$ cat src/rtl/fb_pkg.sv
// Shared frame-buffer geometry defaults and the bank-state encoding.
package fb_pkg;

    localparam int unsigned FB_OUT_WIDTH  = 320;
    localparam int unsigned FB_OUT_HEIGHT = 240;
    localparam int unsigned FB_FRAME_SIZE = FB_OUT_WIDTH * FB_OUT_HEIGHT;
    localparam int unsigned FB_PIXEL_BITS = 12;
    localparam int unsigned FB_ADDR_WIDTH = 17;

    typedef enum logic [1:0] {
        BANK_EMPTY   = 2'd0,
        BANK_PENDING = 2'd1,
        BANK_SHOWING = 2'd2
    } bank_state_t;

endpackage

$ cat src/rtl/fb_bank_ctrl.sv
// Double-buffer bank controller: tracks writer/reader frame handoff,
// swaps banks on reader vsync and counts frames overwritten before display.
module fb_bank_ctrl
    import fb_pkg::*;
(
    input  logic       i_clk,
    input  logic       i_rst,
    input  logic       i_frame_done,
    input  logic       i_rd_frame_start,
    output logic       o_wr_bank,
    output logic       o_rd_bank,
    output logic       o_frame_ready,
    output logic [7:0] o_drop_count
);

    bank_state_t r_state;
    bank_state_t w_state_nxt;
    logic        w_swap;
    logic        w_drop;
    logic        r_wr_bank;
    logic        r_frame_ready;
    logic [7:0]  r_drop_count;

    always_ff @(posedge i_clk or posedge i_rst) begin
        if (i_rst) begin
            r_state       <= BANK_EMPTY;
            r_wr_bank     <= 1'b0;
            r_frame_ready <= 1'b0;
            r_drop_count  <= '0;
        end else begin
            r_state <= w_state_nxt;
            if (w_swap) begin
                r_wr_bank     <= ~r_wr_bank;
                r_frame_ready <= 1'b1;
            end
            if (w_drop && (r_drop_count != 8'hFF)) begin
                r_drop_count <= r_drop_count + 8'd1;
            end
        end
    end

    // A pending frame that gets overwritten before the reader takes it is a drop,
    // even when the reader takes the newer one in the same cycle.
    always_comb begin
        w_state_nxt = r_state;
        w_swap      = 1'b0;
        w_drop      = 1'b0;
        case (r_state)
            BANK_PENDING: begin
                w_drop = i_frame_done;
                if (i_rd_frame_start) begin
                    w_swap      = 1'b1;
                    w_state_nxt = BANK_SHOWING;
                end
            end
            default: begin
                if (i_frame_done) begin
                    w_state_nxt = BANK_PENDING;
                end
            end
        endcase
    end

    assign o_wr_bank     = r_wr_bank;
    assign o_rd_bank     = ~r_wr_bank;
    assign o_frame_ready = r_frame_ready;
    assign o_drop_count  = r_drop_count;

endmodule

$ cat src/rtl/fb_port_arbiter.sv
// Single-port frame-buffer arbiter: read-priority grant with write
// starvation guard, registered memory command and fixed-latency read return.
module fb_port_arbiter
    import fb_pkg::*;
#(
    parameter int unsigned OUT_WIDTH   = FB_OUT_WIDTH,
    parameter int unsigned OUT_HEIGHT  = FB_OUT_HEIGHT,
    parameter int unsigned PIXEL_BITS  = FB_PIXEL_BITS,
    parameter int unsigned ADDR_WIDTH  = FB_ADDR_WIDTH,
    parameter int unsigned MAX_WR_WAIT = 4
)(
    input  logic                  i_clk,
    input  logic                  i_rst,
    input  logic                  i_wr_req,
    input  logic [ADDR_WIDTH-1:0] i_wr_addr,
    input  logic [PIXEL_BITS-1:0] i_wr_data,
    output logic                  o_wr_ack,
    input  logic                  i_rd_req,
    input  logic [ADDR_WIDTH-1:0] i_rd_addr,
    output logic                  o_rd_ack,
    output logic                  o_rd_valid,
    output logic [PIXEL_BITS-1:0] o_rd_data,
    input  logic                  i_frame_done,
    input  logic                  i_rd_frame_start,
    output logic                  o_mem_en,
    output logic                  o_mem_we,
    output logic [ADDR_WIDTH:0]   o_mem_addr,
    output logic [PIXEL_BITS-1:0] o_mem_wdata,
    input  logic [PIXEL_BITS-1:0] i_mem_rdata,
    output logic                  o_wr_bank,
    output logic                  o_rd_bank,
    output logic                  o_frame_ready,
    output logic [7:0]            o_drop_count
);

    localparam int unsigned FRAME_SIZE = OUT_WIDTH * OUT_HEIGHT;
    localparam int unsigned AW1        = ADDR_WIDTH + 1;
    localparam logic [ADDR_WIDTH:0] FRAME_LIM = AW1'(FRAME_SIZE);
    localparam int unsigned WAIT_W     = (MAX_WR_WAIT < 1) ? 1 : $clog2(MAX_WR_WAIT + 1);
    localparam logic [WAIT_W-1:0] WAIT_MAX = WAIT_W'(MAX_WR_WAIT);

    logic                  w_wr_bank;
    logic                  w_rd_bank;
    logic                  w_frame_ready;
    logic [WAIT_W-1:0]     r_wait;
    logic                  w_wr_force;
    logic                  w_wr_grant;
    logic                  w_rd_grant;
    logic                  w_wr_oob;
    logic                  w_rd_oob;
    logic                  r_rd_v1;
    logic                  r_rd_z1;
    logic                  r_rd_v2;
    logic                  r_rd_z2;
    logic                  r_rd_valid;
    logic [PIXEL_BITS-1:0] r_rd_data;
    logic                  r_mem_en;
    logic                  r_mem_we;
    logic [ADDR_WIDTH:0]   r_mem_addr;
    logic [PIXEL_BITS-1:0] r_mem_wdata;

    fb_bank_ctrl u_bank (
        .i_clk            (i_clk),
        .i_rst            (i_rst),
        .i_frame_done     (i_frame_done),
        .i_rd_frame_start (i_rd_frame_start),
        .o_wr_bank        (w_wr_bank),
        .o_rd_bank        (w_rd_bank),
        .o_frame_ready    (w_frame_ready),
        .o_drop_count     (o_drop_count)
    );

    always_comb begin
        w_wr_force = i_wr_req && (r_wait == WAIT_MAX);
        w_rd_grant = !i_rst && i_rd_req && !w_wr_force;
        w_wr_grant = !i_rst && i_wr_req && (!i_rd_req || w_wr_force);
        w_wr_oob   = {1'b0, i_wr_addr} >= FRAME_LIM;
        w_rd_oob   = {1'b0, i_rd_addr} >= FRAME_LIM;
    end

    always_ff @(posedge i_clk or posedge i_rst) begin
        if (i_rst) begin
            r_wait <= '0;
        end else if (!i_wr_req || w_wr_grant) begin
            r_wait <= '0;
        end else if (r_wait != WAIT_MAX) begin
            r_wait <= r_wait + WAIT_W'(1);
        end
    end

    // Out-of-range writes are acknowledged but never reach the memory.
    always_ff @(posedge i_clk or posedge i_rst) begin
        if (i_rst) begin
            r_mem_en    <= 1'b0;
            r_mem_we    <= 1'b0;
            r_mem_addr  <= '0;
            r_mem_wdata <= '0;
        end else begin
            r_mem_en <= w_rd_grant || (w_wr_grant && !w_wr_oob);
            r_mem_we <= w_wr_grant && !w_wr_oob;
            if (w_wr_grant) begin
                r_mem_addr  <= {w_wr_bank, i_wr_addr};
                r_mem_wdata <= i_wr_data;
            end else if (w_rd_grant) begin
                r_mem_addr <= {w_rd_bank, i_rd_addr};
            end
        end
    end

    // The zero flag travels with each read so blanking is decided at grant time.
    always_ff @(posedge i_clk or posedge i_rst) begin
        if (i_rst) begin
            r_rd_v1    <= 1'b0;
            r_rd_z1    <= 1'b0;
            r_rd_v2    <= 1'b0;
            r_rd_z2    <= 1'b0;
            r_rd_valid <= 1'b0;
            r_rd_data  <= '0;
        end else begin
            r_rd_v1    <= w_rd_grant;
            r_rd_z1    <= w_rd_oob || !w_frame_ready;
            r_rd_v2    <= r_rd_v1;
            r_rd_z2    <= r_rd_z1;
            r_rd_valid <= r_rd_v2;
            if (r_rd_v2) begin
                r_rd_data <= r_rd_z2 ? '0 : i_mem_rdata;
            end
        end
    end

    assign o_wr_ack      = w_wr_grant;
    assign o_rd_ack      = w_rd_grant;
    assign o_rd_valid    = r_rd_valid;
    assign o_rd_data     = r_rd_data;
    assign o_mem_en      = r_mem_en;
    assign o_mem_we      = r_mem_we;
    assign o_mem_addr    = r_mem_addr;
    assign o_mem_wdata   = r_mem_wdata;
    assign o_wr_bank     = w_wr_bank;
    assign o_rd_bank     = w_rd_bank;
    assign o_frame_ready = w_frame_ready;

endmodule

$ cat config.mk
export PLATFORM = sky130hd
export DESIGN_NAME = fb_port_arbiter
export DESIGN_NICKNAME = d
export VERILOG_FILES = /design/src/rtl/fb_pkg.sv /design/src/rtl/fb_bank_ctrl.sv /design/src/rtl/fb_port_arbiter.sv
export SDC_FILE = /design/constraint.sdc
export NUM_CORES = 1
export LEC_CHECK = 0
export CAP_MARGIN = 30
export CORE_MARGIN = 3
export CORE_UTILIZATION = 41
export CTS_CLUSTER_DIAMETER = 150
export DETAILED_ROUTE_END_ITERATION = 6
export PLACE_DENSITY = 0.79
export SETUP_SLACK_MARGIN = 0.3
export SLEW_MARGIN = 0
export SYNTH_ARGS = -nofsm -noshare
export SYNTH_HDL_FRONTEND = slang
export SYNTH_SLANG_ARGS = --single-unit
$ cat constraint.sdc
create_clock -name i_clk -period 3.1 [get_ports i_clk]
set_input_delay 0.93 -clock i_clk [delete_from_list [all_inputs] [get_ports i_clk]]
set_output_delay 0.93 -clock i_clk [all_outputs]
set_load 0.02 [all_outputs]
After elaboration in Yosys (flattened, before gate mapping):

Index checks and enable logic that the tools add are counted.

* muxes and demuxes: 11
* bitwise gates (word level): 1
* equal/unequal tests: 5
* magnitude comparators: 2
* add/subtract/negate cells: 2
* reduce and logical (&&, ||, !) cells: 21

Operators by type and width (number)
* 18-bit two-way mux: 2
* 17-bit greater-or-equal comparator (second input constant): 2
* 12-bit two-way mux: 1
* 8-bit by 1-bit adder with 8-bit output (second input constant): 1
* 8-bit != test (second input constant): 1
* 1-bit logical AND: 7
* 1-bit zero test: 6
* 2-bit two-way mux: 3
* 3-bit two-way mux: 2
* 2-bit nonzero test: 3
* 1-bit logical OR: 4
* 3-bit by 1-bit adder with 3-bit output (second input constant): 1
* 3-bit == test (second input constant): 1
* 1-bit two-way mux: 3
* 3-bit != test (second input constant): 1
* 2-bit by 1-bit == test with 1-bit output (second input constant): 1
* 2-bit != test (second input constant): 1
* 2-bit AND reduction: 1
* 1-bit inverter: 1

* input port bits: 64
* output and inout port bits: 58
* logic and storage cells: 57
* register bits: 64

Logic depth before layout (Yosys ltp):

Gate-level depths: netlist of run 1.

* depth in word-level cells: 6
* mapped depth: 7
* gate-level depth less buffers: 6

Cells and area by module:

From an unflattened synthesis of run 1, not the netlist that was laid out.

* cell total of the unflattened synthesis: 270
* area total of the unflattened synthesis: 2882.8 sq um

By module, submodules not included
* fb_port_arbiter: times used 1, seq. area each 1301.2 sq um, cells each 219, area an instance 2283.4 sq um
* fb_bank_ctrl: times used 1, seq. area each 300.3 sq um, cells each 51, area an instance 599.3 sq um

Worst setup path after synthesis of run 1:

Ideal clock, no wire load.

* kind: input to register
* from: input port i_rst
* to: register r_mem_addr[7] (netlist: o_mem_addr[7])
* data arrival time: 3151 ps
* cell stages on the path: 4
* path buffers: 1
* slack: -177 ps
* required time: 2974 ps
* cell sequence: inv_1 -> o21ai_2 -> clkbuf_1 -> a221o_1

* word-level cells in the longest chain between the ends: 4

RTL lines
* start, declared: RTL line fb_port_arbiter.sv:13 `input logic i_rst,`
* 1-bit zero test (no source line) (*)
* 1-bit logical AND, on equally long branches (2 in series): RTL line fb_port_arbiter.sv:76, fb_port_arbiter.sv:75
* 18-bit two-way mux or 2-bit nonzero test (tied branches)
* end signal, assigned: RTL line fb_port_arbiter.sv:102 `r_mem_addr <= {w_wr_bank, i_wr_addr};`
* end signal, assigned: RTL line fb_port_arbiter.sv:105 `r_mem_addr <= {w_rd_bank, i_rd_addr};`
* end, declared: RTL line fb_port_arbiter.sv:59 `logic [ADDR_WIDTH:0] r_mem_addr;`

Mark *: on every way between the ends. The rest lies on a longest branch, timed or not.
A chain may end at the register's enable or synchronous reset.

Worst setup path after layout of run 1:

* from: input port i_rd_req
* to: output port o_wr_ack

* word-level cells in the longest chain between the ends: 3

RTL lines
* start, declared: RTL line fb_port_arbiter.sv:18 `input logic i_rd_req,`
* 1-bit zero test: RTL line fb_port_arbiter.sv:76 `w_wr_grant = !i_rst && i_wr_req && (!i_rd_req || w_wr_force);`
* 1-bit logical OR: RTL line fb_port_arbiter.sv:76
* 1-bit logical AND: RTL line fb_port_arbiter.sv:76
* end, declared: RTL line fb_port_arbiter.sv:17 `output logic o_wr_ack,`

No other way between the ends.

==> results of run 1 <==
## logic make-up after synthesis
kind of cell	Yosys count	synth area share
AO/OA/AOI/OAI	54	0.146
XOR/XNOR	4	0.0130
buffers and inverters	28	0.0489
multiplexers	14	0.0587
adder cells (fa/ha/maj)	3	0.0140
AND/OR/NAND/NOR	59	0.123
flip-flops	64	0.596
## final timing paths
path / from / to / slack (ps) / cells past startpoint
max: i_rd_req / o_wr_ack / 360 / 4
min: r_rd_v1 / r_rd_v2 / 360 / 0
max reg2reg: r_wait[0] / o_mem_addr[15] / 1050 / 7
min reg2reg: r_rd_v1 / r_rd_v2 / 360 / 0
max in group asynchronous: i_rst / o_rd_data[1] / 1210 / 4
min in group asynchronous: i_rst / u_bank.o_frame_ready / 1390 / 4
## critical path: stages
cell and delay [ps]:
clkdlybuf4s50_1 450, buf_4 160, a21oi_4 110, buf_4 160
## metal layers
metal / wire length (um) / global-route usage / vias up
met5: 0 / 0 / -
met4: 76 / 0.0637 / 0
met3: 486 / 0.0530 / 7
met2: 3010 / 0.285 / 77
met1: 2810 / 0.226 / 1065
li1: - / - / 1074
## sequential cells by signal, indices dropped and copies added (netlist names)
name / flops
r_rd_z2: 1
o_mem_addr: 18
u_bank.o_drop_count: 8
r_rd_v1: 1
o_rd_data: 12
o_rd_valid: 1
u_bank.o_frame_ready: 1
o_mem_we: 1
r_rd_z1: 1
o_mem_en: 1
r_rd_v2: 1
u_bank.o_wr_bank: 1
u_bank.r_state: 2
o_mem_wdata: 12
r_wait: 3
## placed cells by master, fill, tap and decap left out, types with 2 or more instances in the layout
cell and instances:
o21ai_0 19, clkdlybuf4s50_1 118, mux2_2 14, buf_4 12
nor2b_1 2, dfrtp_1 64, ha_1 3, a221o_1 17
a211o_1 2, nand4_1 4, xnor2_1 3, nor3b_1 18
clkbuf_8 9, and3_1 2, nand2_1 18, clkinv_4 2
nor2_1 4, a21boi_0 2, a21oi_1 4, bufinv_16 5
nand3_1 5, a31oi_1 2, inv_1 17
## through the flow
| stage | setup TNS [ps] | cells | hold WS [ps] |
|---|---|---|---|
| after floorplan | 0 | 226 | 331 |
| after global placement | -329 | 421 | 332 |
| after CTS | 0 | 438 | 361 |
| final | 0 | 439 | 361 |
| after global routing | 0 | 439 | 368 |
| after detailed placement | -375 | 421 | 338 |
## layout make-up
type                    count  share of cell area
multi-input cells         134               0.226
inverters                  18              0.0165
flip-flops and latches     64               0.370
well taps                  75              0.0217
clock inverters             7              0.0387
clock buffers               9              0.0286
repair buffers            132               0.299
## power by group through the flow
stage / Clock (mW) / Sequential, mW / Combinational (mW)
after CTS: 1.04 / 1.10 / 0.834
after global routing: 1.08 / 1.12 / 0.883
after detailed placement: 0 / 1.11 / 0.832
after floorplan: 0 / 1.26 / 0.231
after global placement: 0 / 1.11 / 0.811
final: 1.02 / 1.10 / 0.824
## timing repair
action                                  CTS  global route
endpoints found under the setup margin    2             2
buffers inserted                          1             1
gates resized for setup                  11             3
==> impl_metrics.py, run 1 <==
metrics = {
    "status": {
        "status": "finished clean",
    },
    "timing": {
        "tightest_slew_ps": 771,
        "rsz0062_at_grt": "false",
        "period_minus_slack_ps": 2740,
        "post-route-period-util": 0.884,
        "setup_viol": 0,
        "slew_headroom": 0.486,
        "setup_ws_ps": 358,
        "finalClockSkew_ps": 15.9,
        "max_clock_freq_ghz": 0.365,
        "slew_viol_final": 0,
        "finalHoldViolations": 0,
    },
    "power": {
        "seq_power_share": 0.373,
        "powerDensity_nw_per_um2": 679,
        "p_int_mw": 2.12,
        "finalPower_mw": 2.94,
        "peakVddDrop_uv": 400,
        "p_leak_nw": 1.82,
        "p_comb_frac": 0.280,
        "p_sw_frac": 0.278,
        "switchingPower_mw": 0.817,
        "p_clk_frac": 0.347,
    },
    "yosys": {
        "yosysTopAreaCellShare": 0.596,
        "yosys_most_used_dff": "dfrtp_1",
        "netlist_area_sq_um": 2690,
        "synthArstFlopShare": 1.00,
        "yosysTopAreaCell": "dfrtp_1",
        "yosysMostFrequentCell": "dfrtp_1",
        "ys_ff_latch": 64,
        "synthCells": 226,
        "netlist_top_cells_area": "dfrtp_1 60%, a221o_1 6.3%, mux2_2 5.9%",
        "synthTopCellsByCount": "64 x dfrtp_1, 19 x o21ai_0, 18 x inv_1, 18 x nand2_1, 18 x nor3b_1",
        "synth_cell_types": 35,
        "yosys_warnings": 0,
        "yosysSeqAreaShare": 0.596,
        "synth-edff-count": 0,
        "synth_area_per_cell_sq_um": 11.9,
        "syn-num-nets": 293,
    },
    "grt": {
        "antenna_found_initial": 0,
        "grt_max_degree": 65,
        "grt_remaining_overflow": 0,
        "grt_pass1_vias": 2302,
        "track_usage": 0.177,
        "grt_pass1_wl_um": 10400,
    },
    "route": {
        "wl_per_cell_um": 14.5,
        "ant_nets": 0,
        "post_drt_via_cell_ratio": 5.06,
        "routed_wirelength_um": 6380,
        "vias": 2223,
        "drt-pass1-iter-count": 4,
        "drc_errors": 0,
        "drt_iter0_markers": 80,
    },
    "place": {
        "place.gp.congestion": 0.829,
        "place_area_sq_um": 4010,
        "dp_slack_ps": -192,
        "port_buffers": 121,
        "dpl.hpwl_um": 4670,
    },
    "floorplanning": {
        "start_util": 0.438,
        "die_h_um": 86.9,
        "io-pin-count": 122,
        "die-area_sq_um": 7560,
        "core_sq_um": 6130,
        "rows": 28,
        "die_x_um": 86.9,
    },
    "clock_network": {
        "clkLatencyLatePin_ps": 330,
        "clk_pin_slew_ps": 70,
        "cts_tree": "yes",
        "cts_buffers": 9,
        "htreeDepth": 3,
        "cts_root_buffer": "clkbuf_8",
        "clk_path_buf_depth": 2,
        "cts.sinks": 64,
        "ctsHoldBuffers": 0,
    },
    "layout": {
        "syn_to_final_growth_pct": 61.3,
        "design_area_sq_um": 4330,
        "antenna_cells": 0,
        "nets": 426,
        "nFillCells": 463,
        "drive_gt1_frac": 0.132,
        "register_area_sq_um": 1600,
        "multi_input_area_sq_um": 977,
        "utilization": 0.706,
    },
    "setup_path": {
        "crit_arrival_ps": 1810,
        "startpoint_type": "input port",
        "cp-end-kind": "output pin",
        "critPathMaxFanout": 3,
        "worst-setup-path-type": "in -> out",
        "crit_required_ps": 2170,
    },
    "job": {
        "max_cap_violations": 0,
    },
    "worst_hold_path": {
        "holdCritPathClass": "reg -> reg",
    },
}
(Power assumes the default switching activity.)
==> run 2: changes to the inputs <==
--- a/config.mk
+++ b/config.mk
@@ -7,11 +7,12 @@
 export LEC_CHECK = 0
 export CAP_MARGIN = 30
 export CORE_MARGIN = 3
-export CORE_UTILIZATION = 41
+export CORE_UTILIZATION = 37
 export CTS_CLUSTER_DIAMETER = 150
 export DETAILED_ROUTE_END_ITERATION = 6
-export PLACE_DENSITY = 0.79
+export PLACE_DENSITY = 0.76
 export SETUP_SLACK_MARGIN = 0.3
+export SKIP_LAST_GASP = 1
 export SLEW_MARGIN = 0
 export SYNTH_ARGS = -nofsm -noshare
 export SYNTH_HDL_FRONTEND = slang
==> constraint.sdc (replaced) <==
create_clock -name i_clk -period 2.51 [get_ports i_clk]
set_input_delay 0.753 -clock i_clk [delete_from_list [all_inputs] [get_ports i_clk]]
set_output_delay 0.753 -clock i_clk [all_outputs]
set_load 0.02 [all_outputs]
==> impl_metrics.py, run 2 (synthesis gave the netlist of run 1 again) <==
metrics = {
    "layout": {
        "antenna_cells": 0,
        "multi_input_area_sq_um": 1000,
        "final_common_cell": "clkdlybuf4s50_1",
        "nFillCells": 584,
        "drive_gt1_frac": 0.158,
        "layout.cells.non_filler": 463,
        "nets": 429,
        "syn_to_final_growth_pct": 60.9,
        "largest_register_ffs": 18,
        "final_cell_mix": "112 x clkdlybuf4s50_1, 64 x dfrtp_1, 19 x o21ai_0",
        "register_area_sq_um": 1600,
    },
    "timing": {
        "slew_viol_final": 0,
        "finalHoldViolations": 0,
        "period_minus_slack_ps": 2180,
        "post-route-period-util": 0.867,
        "slew_headroom": 0.480,
        "tightest_slew_ps": 780,
        "rsz0062_at_grt": "true",
        "setup_viol": 0,
        "max_clock_freq_ghz": 0.460,
        "finalClockSkew_ps": 8.57,
    },
    "setup_path": {
        "worst-setup-path-type": "in -> out",
        "r2r-end": "o_mem_addr[13]",
        "critPathMaxFanout": 2,
        "startpoint_type": "input port",
        "r2r_start": "r_wait[0]",
        "reg2reg_depth": 8,
        "crit_required_ps": 1760,
        "cp-end-kind": "output pin",
        "rrSetupSlack_ps": 500,
        "crit_arrival_ps": 1420,
    },
    "grt": {
        "antenna_found_initial": 0,
        "grt_remaining_overflow": 0,
        "grt_pass1_wl_um": 11000,
        "grt_pass1_vias": 2263,
        "track_usage": 0.162,
        "grt_max_degree": 65,
    },
    "floorplanning": {
        "io-pin-count": 122,
        "die_x_um": 91.2,
        "core_sq_um": 6910,
        "die_h_um": 91.2,
        "start_util": 0.389,
        "die-area_sq_um": 8310,
        "rows": 30,
    },
    "route": {
        "post_drt_via_cell_ratio": 4.80,
        "routed_wirelength_um": 6570,
        "drt_iter0_markers": 72,
        "wl_per_cell_um": 14.2,
        "drc_errors": 0,
        "drt-pass1-iter-count": 4,
        "ant_nets": 0,
        "vias": 2224,
    },
    "place": {
        "dp.cells": 443,
        "dpl.hpwl_um": 4750,
        "port_buffers": 121,
        "place.gp.congestion": 0.791,
    },
    "clock_network": {
        "ctsHoldBuffers": 0,
        "cts.sinks": 64,
        "cts_root_buffer": "clkbuf_8",
        "clkLatencyLatePin_ps": 330,
        "cts_buffers": 9,
        "clk_path_buf_depth": 2,
        "cts_tree": "yes",
        "htreeDepth": 3,
        "clk_pin_slew_ps": 60,
    },
    "power": {
        "peakVddDrop_uv": 302,
        "p_leak_nw": 1.82,
        "powerDensity_nw_per_um2": 740,
        "finalPower_mw": 3.20,
    },
    "worst_hold_path": {
        "hp-start": "r_rd_v1",
        "holdPathEnd": "r_rd_v2",
        "hold_depth": 0,
        "holdCritPathClass": "reg -> reg",
    },
    "status": {
        "status": "finished clean",
    },
    "job": {
        "max_cap_violations": 0,
    },
}
## run 2: cell types whose count changed in the layout (fill, tap and decap cells not counted), moves of 2 or more
cell,change
inv_2,+2
inv_1,-2
nand2_2,+2
clkinv_4,-2
nand2_1,-2
clkdlybuf4s50_1,-6
clkbuf_8,+3
clkinvlp_4,+3
dlymetal6s2s_1,+2
dlygate4sd2_1,+3
bufinv_16,-5
## run 2: layer usage
metal | up-vias | part of all wire | track usage
li1 | 1083 | - | -
met1 | 1053 | 0.43 | 0.205
met2 | 79 | 0.48 | 0.260
met3 | 9 | 0.074 | 0.0505
met4 | 0 | 0.013 | 0.0641
met5 | - | 0 | 0
## run 2: metrics by stage
step                      hold WS [ps]  setup TNS [ps]  utilization  cell area (sq um)  worst slack [ps]
final                              350               0        0.626               4320               335
after global routing               363               0        0.626               4320               285
after detailed placement           338           -1080        0.588               4060              -451
after floorplan                    331           -1100            -               2710             -92.4
after global placement             334            -820        0.588               4060              -414
after CTS                          352               0        0.623               4300               269
## run 2: area by class of cell
type                    count  share of cell area
clock buffers              12              0.0382
clock inverters             4             0.00637
inverters                  18              0.0165
multi-input cells         134               0.233
flip-flops and latches     64               0.371
well taps                  96              0.0278
repair buffers            135               0.308
## run 2: timing repair
| action | in CTS | in global routing |
|---|---|---|
| endpoints found under the setup margin | 3 | 5 |
| setup buffers | 3 | 1 |
| resized for setup | 23 | 8 |
## run 2: worst max-delay path by stage
| stage | startpoint | endpoint | slack [ps] | cells past startpoint |
|---|---|---|---|---|
| 2_1_floorplan | i_rst | o_mem_addr[7] | -90 | 5 |
| 3_3_place_gp | i_wr_req | o_wr_ack | -410 | 4 |
| 3_5_place_dp | i_wr_req | o_rd_ack | -450 | 5 |
| 4_1_cts | i_wr_req | o_rd_ack | 270 | 5 |
| 5_1_grt | i_rd_req | o_wr_ack | 280 | 4 |
| 6_report | i_rst | o_wr_ack | 330 | 4 |
## run 2: critical path: stages
cell and delay, ps:
dlygate4sd2_1 250, nand2b_4 150, a21oi_4 130, buf_6 140
## run 2: power by group
group / switching, mW / leakage, nW / internal, mW
Combinational: 0.479 / 0.942 / 0.542
Sequential: 0.139 / 0.791 / 1.22
Clock: 0.384 / 0.0906 / 0.437
Total: 1.00 / 1.82 / 2.19
